<file path="config.mk">
export PLATFORM = sky130hd
export DESIGN_NAME = aes_byte_loader
export DESIGN_NICKNAME = d
export VERILOG_FILES = /design/src/rtl/aes_byte_loader.sv
export SDC_FILE = /design/constraint.sdc
export NUM_CORES = 1
export LEC_CHECK = 0
export CAP_MARGIN = 20
export CORE_MARGIN = 5
export CORE_UTILIZATION = 48
export DETAILED_ROUTE_END_ITERATION = 8
export GPL_TIMING_DRIVEN = 1
export PLACE_DENSITY_LB_ADDON = 0.3
export RECOVER_POWER = 50
export SYNTH_ARGS = -nofsm -noshare
export SYNTH_HDL_FRONTEND = slang
export SYNTH_SLANG_ARGS = --single-unit
</file>
<file path="constraint.sdc">
create_clock -name clk -period 12.4 [get_ports clk]
set_input_delay 3.1 -clock clk [delete_from_list [all_inputs] [get_ports clk]]
set_output_delay 3.1 -clock clk [all_outputs]
set_load 0.01 [all_outputs]
</file>
<file path="src/rtl/aes_byte_loader.sv">
// Assembles a 32-byte key+data stream into one 128-bit key and one 128-bit block for the AES core.
// Define AES_LOADER_KEY_HOLD_EN to keep the key so that later frames carry 16 data bytes only.
module aes_byte_loader #(
  parameter int unsigned TIMEOUT_CYCLES = 0
) (
  input  logic         clk,
  input  logic         rst,
  input  logic [7:0]   in_byte,
  input  logic         in_valid,
  output logic         in_ready,
  input  logic         abort,
  output logic [127:0] blk_key,
  output logic [127:0] blk_data,
  output logic         blk_valid,
  input  logic         blk_ready,
  output logic [5:0]   byte_cnt,
  output logic         timeout_err
);

  // Count is 6 bits wide so that it can show 32 while the block is held.
  localparam int unsigned CNT_W  = 6;
  localparam int unsigned IDLE_W = (TIMEOUT_CYCLES > 1) ? $clog2(TIMEOUT_CYCLES) : 1;
  localparam logic        TOUT_EN = (TIMEOUT_CYCLES != 0);
  localparam logic [IDLE_W-1:0] IDLE_LAST = IDLE_W'(TIMEOUT_CYCLES - 1);

  typedef enum logic [1:0] {
    LOAD_KEY  = 2'd0,
    LOAD_DATA = 2'd1,
    HOLD      = 2'd2
  } state_e;

  state_e             state_q, state_d;
  logic [CNT_W-1:0]   cnt_q, cnt_d;
  logic [IDLE_W-1:0]  idle_q, idle_d;
  logic [127:0]       key_q, key_d;
  logic [127:0]       data_q, data_d;
  logic               valid_q, valid_d;
  logic               tout_q, tout_d;
  logic               accept;
  logic               idle_run;
  logic               tout_hit;

  always_ff @(posedge clk or posedge rst) begin
    if (rst) begin
      state_q <= LOAD_KEY;
      cnt_q   <= '0;
      idle_q  <= '0;
      key_q   <= '0;
      data_q  <= '0;
      valid_q <= 1'b0;
      tout_q  <= 1'b0;
    end else begin
      state_q <= state_d;
      cnt_q   <= cnt_d;
      idle_q  <= idle_d;
      key_q   <= key_d;
      data_q  <= data_d;
      valid_q <= valid_d;
      tout_q  <= tout_d;
    end
  end

  always_comb begin
    state_d  = state_q;
    cnt_d    = cnt_q;
    idle_d   = idle_q;
    key_d    = key_q;
    data_d   = data_q;
    tout_d   = 1'b0;
    accept   = in_valid && (state_q != HOLD) && !abort;
    idle_run = TOUT_EN && (state_q != HOLD) && (cnt_q != '0);
    // An accepted byte always beats a timeout landing on the same edge.
    tout_hit = idle_run && !accept && (idle_q == IDLE_LAST);

    if (abort || tout_hit) begin
      state_d = LOAD_KEY;
      cnt_d   = '0;
      idle_d  = '0;
      tout_d  = !abort;
    end else begin
      if (accept) begin
        cnt_d  = cnt_q + CNT_W'(1);
        idle_d = '0;
      end else if (idle_run) begin
        idle_d = idle_q + IDLE_W'(1);
      end

      case (state_q)
        LOAD_KEY: begin
          if (accept) begin
            key_d = {key_q[119:0], in_byte};
            if (cnt_q == CNT_W'(15)) state_d = LOAD_DATA;
          end
        end
        LOAD_DATA: begin
          if (accept) begin
            data_d = {data_q[119:0], in_byte};
            if (cnt_q == CNT_W'(31)) state_d = HOLD;
          end
        end
        HOLD: begin
          if (blk_ready) begin
            idle_d = '0;
`ifdef AES_LOADER_KEY_HOLD_EN
            state_d = LOAD_DATA;
            cnt_d   = CNT_W'(16);
`else
            state_d = LOAD_KEY;
            cnt_d   = '0;
`endif
          end
        end
        default: begin
          state_d = LOAD_KEY;
          cnt_d   = '0;
          idle_d  = '0;
        end
      endcase
    end

    valid_d = (state_d == HOLD);
  end

  // Held low through reset so no byte is taken before the loader is live.
  assign in_ready    = !rst && (state_q != HOLD);
  assign blk_key     = key_q;
  assign blk_data    = data_q;
  assign blk_valid   = valid_q;
  assign byte_cnt    = cnt_q;
  assign timeout_err = tout_q;

endmodule

</file>
==> impl_metrics.yaml, run 1 <==
die:
  coreArea_um2: 20890
  die_w_um: 155.2
  io_pins: 278
  die_area_um2: 24090
  initial_core_util_pct: 48.45
  die_h_um: 155.2
  rows: 53
timing:
  fin_crit_ns: 7.532
  hold_viol: 0
  min_period_over_period_pct: 60.75
  final.setup.tns_ns: 0
  maxSlewHeadroom_pct: -256.4
  fmax_mhz: 132.8
  rsz0062_at_grt: "false"
  worstMarginPinSlew_ns: 5.316
  clock_skew_ns: 0.01213
  finalMaxSlewViolations: 166
  setup_violations: 0
final_layout:
  layout-drive-gt1-share_pct: 35.01
  multi_input_area_um2: 3152
  syn2layout_area_growth_pct: 38.50
  fillerInstances: 1483
  seq_area_um2: 6631
  diodes: 0
  nNetsFinal: 889
detailed_routing:
  dr.pass1.iters: 4
  drtAntennaViolNets: 0
  drc: 0
  totalWireLength_um: 22460
  vias_per_cell: 5.097
  vias: 5974
  wl_per_cell_um: 19.16
  drt_iter0_drc: 210
run_status:
  violations: "capacitance limit, slew limit"
  status: "finished, violations left"
worst_setup_path:
  crit_path_start: "rst"
  crit_chain: "dlygate4sd3_1 -> clkinvlp_2 -> clkbuf_1 -> buf_16"
  critPathLaunchType: "primary input"
  critPathMaxStageDelay_ns: 2.99
  required_ns: 13.08
  r2r_start: "state_q[1]"
  end_kind: "asynchronous set/reset pin"
  cp.buffers_inverters: 4
  worstPathArrival_ns: 8.21
  cp_max_fo: 120
  crit_path_top_delay_cell: "clkinvlp_2"
  criticalPathCategory: "primary input to asynchronous set/reset pin"
  path_delay_family: "buffers and inverters"
logic_synthesis:
  synth_common_cells: "265 x dfrtp_1, 256 x mux2_2, 24 x buf_6, 6 x buf_4, 5 x a21oi_1"
  synth_area_leaders: "dfrtp_1 66%, mux2_2 28%, buf_6 2.7%"
  async_flop_share_pct: 100.0
  synth_area_leader_cell: "dfrtp_1"
  avgSynthCellArea_um2: 17.01
  synth_flop_cell: "dfrtp_1"
  synthCells: 595
  synth.most_common_cell: "dfrtp_1"
  ys_ff_latch: 265
  synth_area_um2: 10120
  synth.top_cell.area_share_pct: 65.53
  ys_seq_area_share_pct: 65.53
  synth-edff-count: 0
  synth_nets: 609
  synth_cell_types: 30
  synth_warnings: 0
grt:
  grt_pass1_wl_um: 36720
  grt_overflow: 0
  antenna_found_initial: 0
  grtUsageTotal_pct: 18.55
  grt_pass1_vias: 6532
  grt_max_degree: 121
clocking:
  cts_buffers: 28
  cts_setup_buffers: 0
  hold_buffers: 0
  htreeDepth: 1
  cts_max_path_buffers: 3
  clk_latency_ns: 0.52
  cts_root_buf: "clkbuf_16"
  post_cts_resized: 0
  cts_tree: "built"
  clk_pin_slew_ns: 0.06
  clock-sinks: 265
pwr:
  leakage_nw: 6.861
  ir_drop_uv: 119.8
  p_per_area_nw_per_um2: 192.6
  power_mw: 2.700
hold_path:
  min_from: "blk_key[123]"
  hold_path.class: "flip-flop to flip-flop"
placed_design:
  dp_hpwl_um: 15590
  io_buffer_count: 276
  gp_congestion: 0.7751
job:
  cap_violations: 2
per-layer routing:
metal / GRT usage, % / vias to the layer above / part of all wire, %
li1: - / 2694 / -
met1: 23.27 / 3029 / 40
met2: 30.50 / 210 / 48
met3: 6.704 / 41 / 9.3
met4: 5.461 / 0 / 2.7
met5: 0 / - / 0
area by class of cell:
type                            instances  area share (%)
Timing Repair Buffer                  282           20.15
Clock buffer                           42           6.240
Tap cell                              275           2.455
Sequential cell                       265           47.31
Inverter                                3         0.08927
Clock inverter                         10           1.268
Multi-Input combinational cell        295           22.49
path summary, 6_finish.rpt:
path / end / slack (ns) / depth (start not counted)
max in group clk: in_ready / 4.96 / 3
min in group asynchronous: byte_cnt[4] / 4.75 / 2
hold / removal: blk_key[123] / 0.50 / 1
hold reg to reg: blk_key[123] / 0.50 / 1
setup reg to reg: blk_data[113] / 8.69 / 3
setup / recovery: blk_data[119] / 4.87 / 4
power breakdown:
part | internal [mW] | switching [mW]
combinational | 0.367 | 0.242
clock | 0.589 | 0.326
sequential | 1.04 | 0.135
total | 2.00 | 0.702
cell usage in the layout, fill, tap and decap left out, types with 3 or more instances in the layout:
| cell type | netlist | routed |
|---|---|---|
| dfrtp_1 | 265 | 265 |
| mux2_2 | 256 | 256 |
| dlygate4sd3_1 | 0 | 221 |
| clkdlybuf4s50_1 | 0 | 55 |
| clkbuf_16 | 0 | 29 |
| clkbuf_8 | 0 | 10 |
| a21oi_1 | 5 | 5 |
| bufinv_16 | 0 | 5 |
| clkbuf_1 | 1 | 4 |
| clkinv_2 | 0 | 4 |
| buf_4 | 6 | 4 |
| nor4_1 | 3 | 3 |
| nor2_1 | 3 | 3 |
| o21ai_0 | 3 | 3 |
cell families after synthesis:
family / Yosys count / synth area share (%)
DFF: 265 / 65.53
muxes: 258 / 28.68
buffers and inverters: 35 / 3.313
and+or+nand+nor: 24 / 1.682
AOI/OAI and AO/OA: 11 / 0.6305
adders and majority gates: 1 / 0.1236
other: 1 / 0.03706
registers in the layout (all words and copies together), names as in the netlist:
register and flops:
state_q 2, blk_key 128, blk_data 128, blk_valid 1, byte_cnt 6
metrics by stage:
stage	cell area, µm²	hold slack, ns	util [%]	setup WS [ns]	std cells
after floorplan	10120	0.4722	-	2.003	595
after global placement	12960	0.4888	62.03	4.980	1119
after detailed placement	12960	0.4977	62.03	4.987	1119
after CTS	14010	0.5103	67.07	4.986	1171
after global routing	14020	0.5220	67.10	3.889	1172
final	14020	0.4995	67.10	4.868	1172
(Power assumes the default switching activity.)
==> run 2: changes to the inputs <==
Clock period 12.4 ns to 7.3 ns, I/O delays scaled along.
==> run 2 against run 1 <==
- the run still ends with capacitance limit, slew limit left
- worst hold slack improved by 0.0020 ns
- clock power is 55% higher
- sequential power is 69% higher
==> impl_metrics.yaml, run 2 (synthesized netlist as in run 1, its figures left out) <==
run_status:
  status: "finished, violations left"
  violations: "capacitance limit, slew limit"
clocking:
  htreeDepth: 1
  clock-sinks: 265
  cts_max_path_buffers: 3
  hold_buffers: 0
  post_cts_resized: 0
  cts_buffers: 27
  clk_latency_ns: 0.52
  cts_root_buf: "clkbuf_16"
  clk_pin_slew_ns: 0.06
  cts_setup_buffers: 0
  cts_tree: "built"
grt:
  grt_pass1_vias: 6573
  antenna_found_initial: 0
  grt_overflow: 0
  grt_pass1_wl_um: 36400
  grtUsageTotal_pct: 18.42
  grt_max_degree: 129
die:
  io_pins: 278
  coreArea_um2: 20890
  die_h_um: 155.2
  rows: 53
  initial_core_util_pct: 48.45
  die_area_um2: 24090
  die_w_um: 155.2
detailed_routing:
  drtAntennaViolNets: 0
  drt_iter0_drc: 173
  vias: 6010
  dr.pass1.iters: 4
  totalWireLength_um: 22560
  drc: 0
  wl_per_cell_um: 19.30
  vias_per_cell: 5.141
timing:
  worstMarginPinSlew_ns: 2.953
  rsz0062_at_grt: "false"
  finalMaxSlewViolations: 221
  fmax_mhz: 198.4
  hold_viol: 0
  final.setup.tns_ns: 0
  setup_violations: 0
  fin_crit_ns: 5.040
  min_period_over_period_pct: 69.03
  clock_skew_ns: 0.01048
  maxSlewHeadroom_pct: -96.86
final_layout:
  nNetsFinal: 889
  diodes: 0
  fillerInstances: 1477
  syn2layout_area_growth_pct: 37.40
  layout-drive-gt1-share_pct: 34.45
  fin_cells: 1169
  layout_common_cells: "265 x dfrtp_1, 256 x mux2_2, 149 x clkdlybuf4s50_1"
  fin_util_pct: 66.56
  fin_area_um2: 13900
  final_common_cell: "dfrtp_1"
job:
  cap_violations: 3
pwr:
  power_mw: 4.494
  p_per_area_nw_per_um2: 323.2
  leakage_nw: 6.578
  ir_drop_uv: 178.9
worst_setup_path:
  reg2reg_depth: 3
  cp_max_fo: 123
  required_ns: 7.27
  end_kind: "asynchronous set/reset pin"
  critPathLaunchType: "primary input"
  worstPathArrival_ns: 5.01
  criticalPathCategory: "primary input to asynchronous set/reset pin"
placed_design:
  dp_cells: 1120
  dp_hpwl_um: 15660
  gp_congestion: 0.7716
  io_buffer_count: 276
  postPlaceCellArea_um2: 12990
hold_path:
  hold_path.class: "flip-flop to flip-flop"
  hold_path_depth: 1
==> run 2: worst max-delay path, cell delays in order <==
cell and delay, ns:
dlygate4sd3_1 0.56, clkinvlp_2 0.38, clkbuf_2 2.15
==> run 2: worst paths after layout <==
path	start	to	slack, ns
worst max-delay path	rst	blk_key[7]	2.26
max in group clk	abort	blk_data[25]	2.41
worst min-delay path	blk_key[126]	blk_key[126]	0.50
min in group asynchronous	rst	blk_key[105]	1.83
worst max register to register	state_q[1]	blk_data[25]	3.97
worst min register to register	blk_key[126]	blk_key[126]	0.50
==> run 2: metal layers <==
metal  vias up  part of all wire (%)  global-route usage [%]
li1       2687                     -                       -
met1      3091                    40                   23.23
met2       194                    49                   30.67
met3        38                   8.5                   6.370
met4         0                   2.2                   4.835
met5         -                     0                       0
==> run 2: per-stage QoR <==
stage | hold slack [ns] | setup WS [ns]
floorplan | 0.4722 | 1.977
global placement | 0.4901 | 2.515
detailed placement | 0.4961 | 2.516
CTS | 0.5092 | 2.511
global route | 0.5168 | 1.478
finish | 0.5015 | 2.260
==> run 2: cell type report <==
| cell class | count | area (µm²) | area share, % |
|---|---|---|---|
| Inverter | 3 | 12.51 | 0.08998 |
| Timing Repair Buffer | 283 | 2838 | 20.41 |
| Clock inverter | 11 | 163.9 | 1.179 |
| Multi-Input combinational cell | 295 | 3152 | 22.67 |
| Tap cell | 275 | 344.1 | 2.475 |
| Sequential cell | 265 | 6631 | 47.69 |
| Clock buffer | 37 | 763.2 | 5.489 |
==> run 2: power breakdown <==
part	internal [mW]	switching, mW	leakage [nW]	total [mW]
clock network	0.870	0.548	0.451	1.42
registers	1.77	0.230	3.51	2.00
logic	0.665	0.412	2.62	1.08
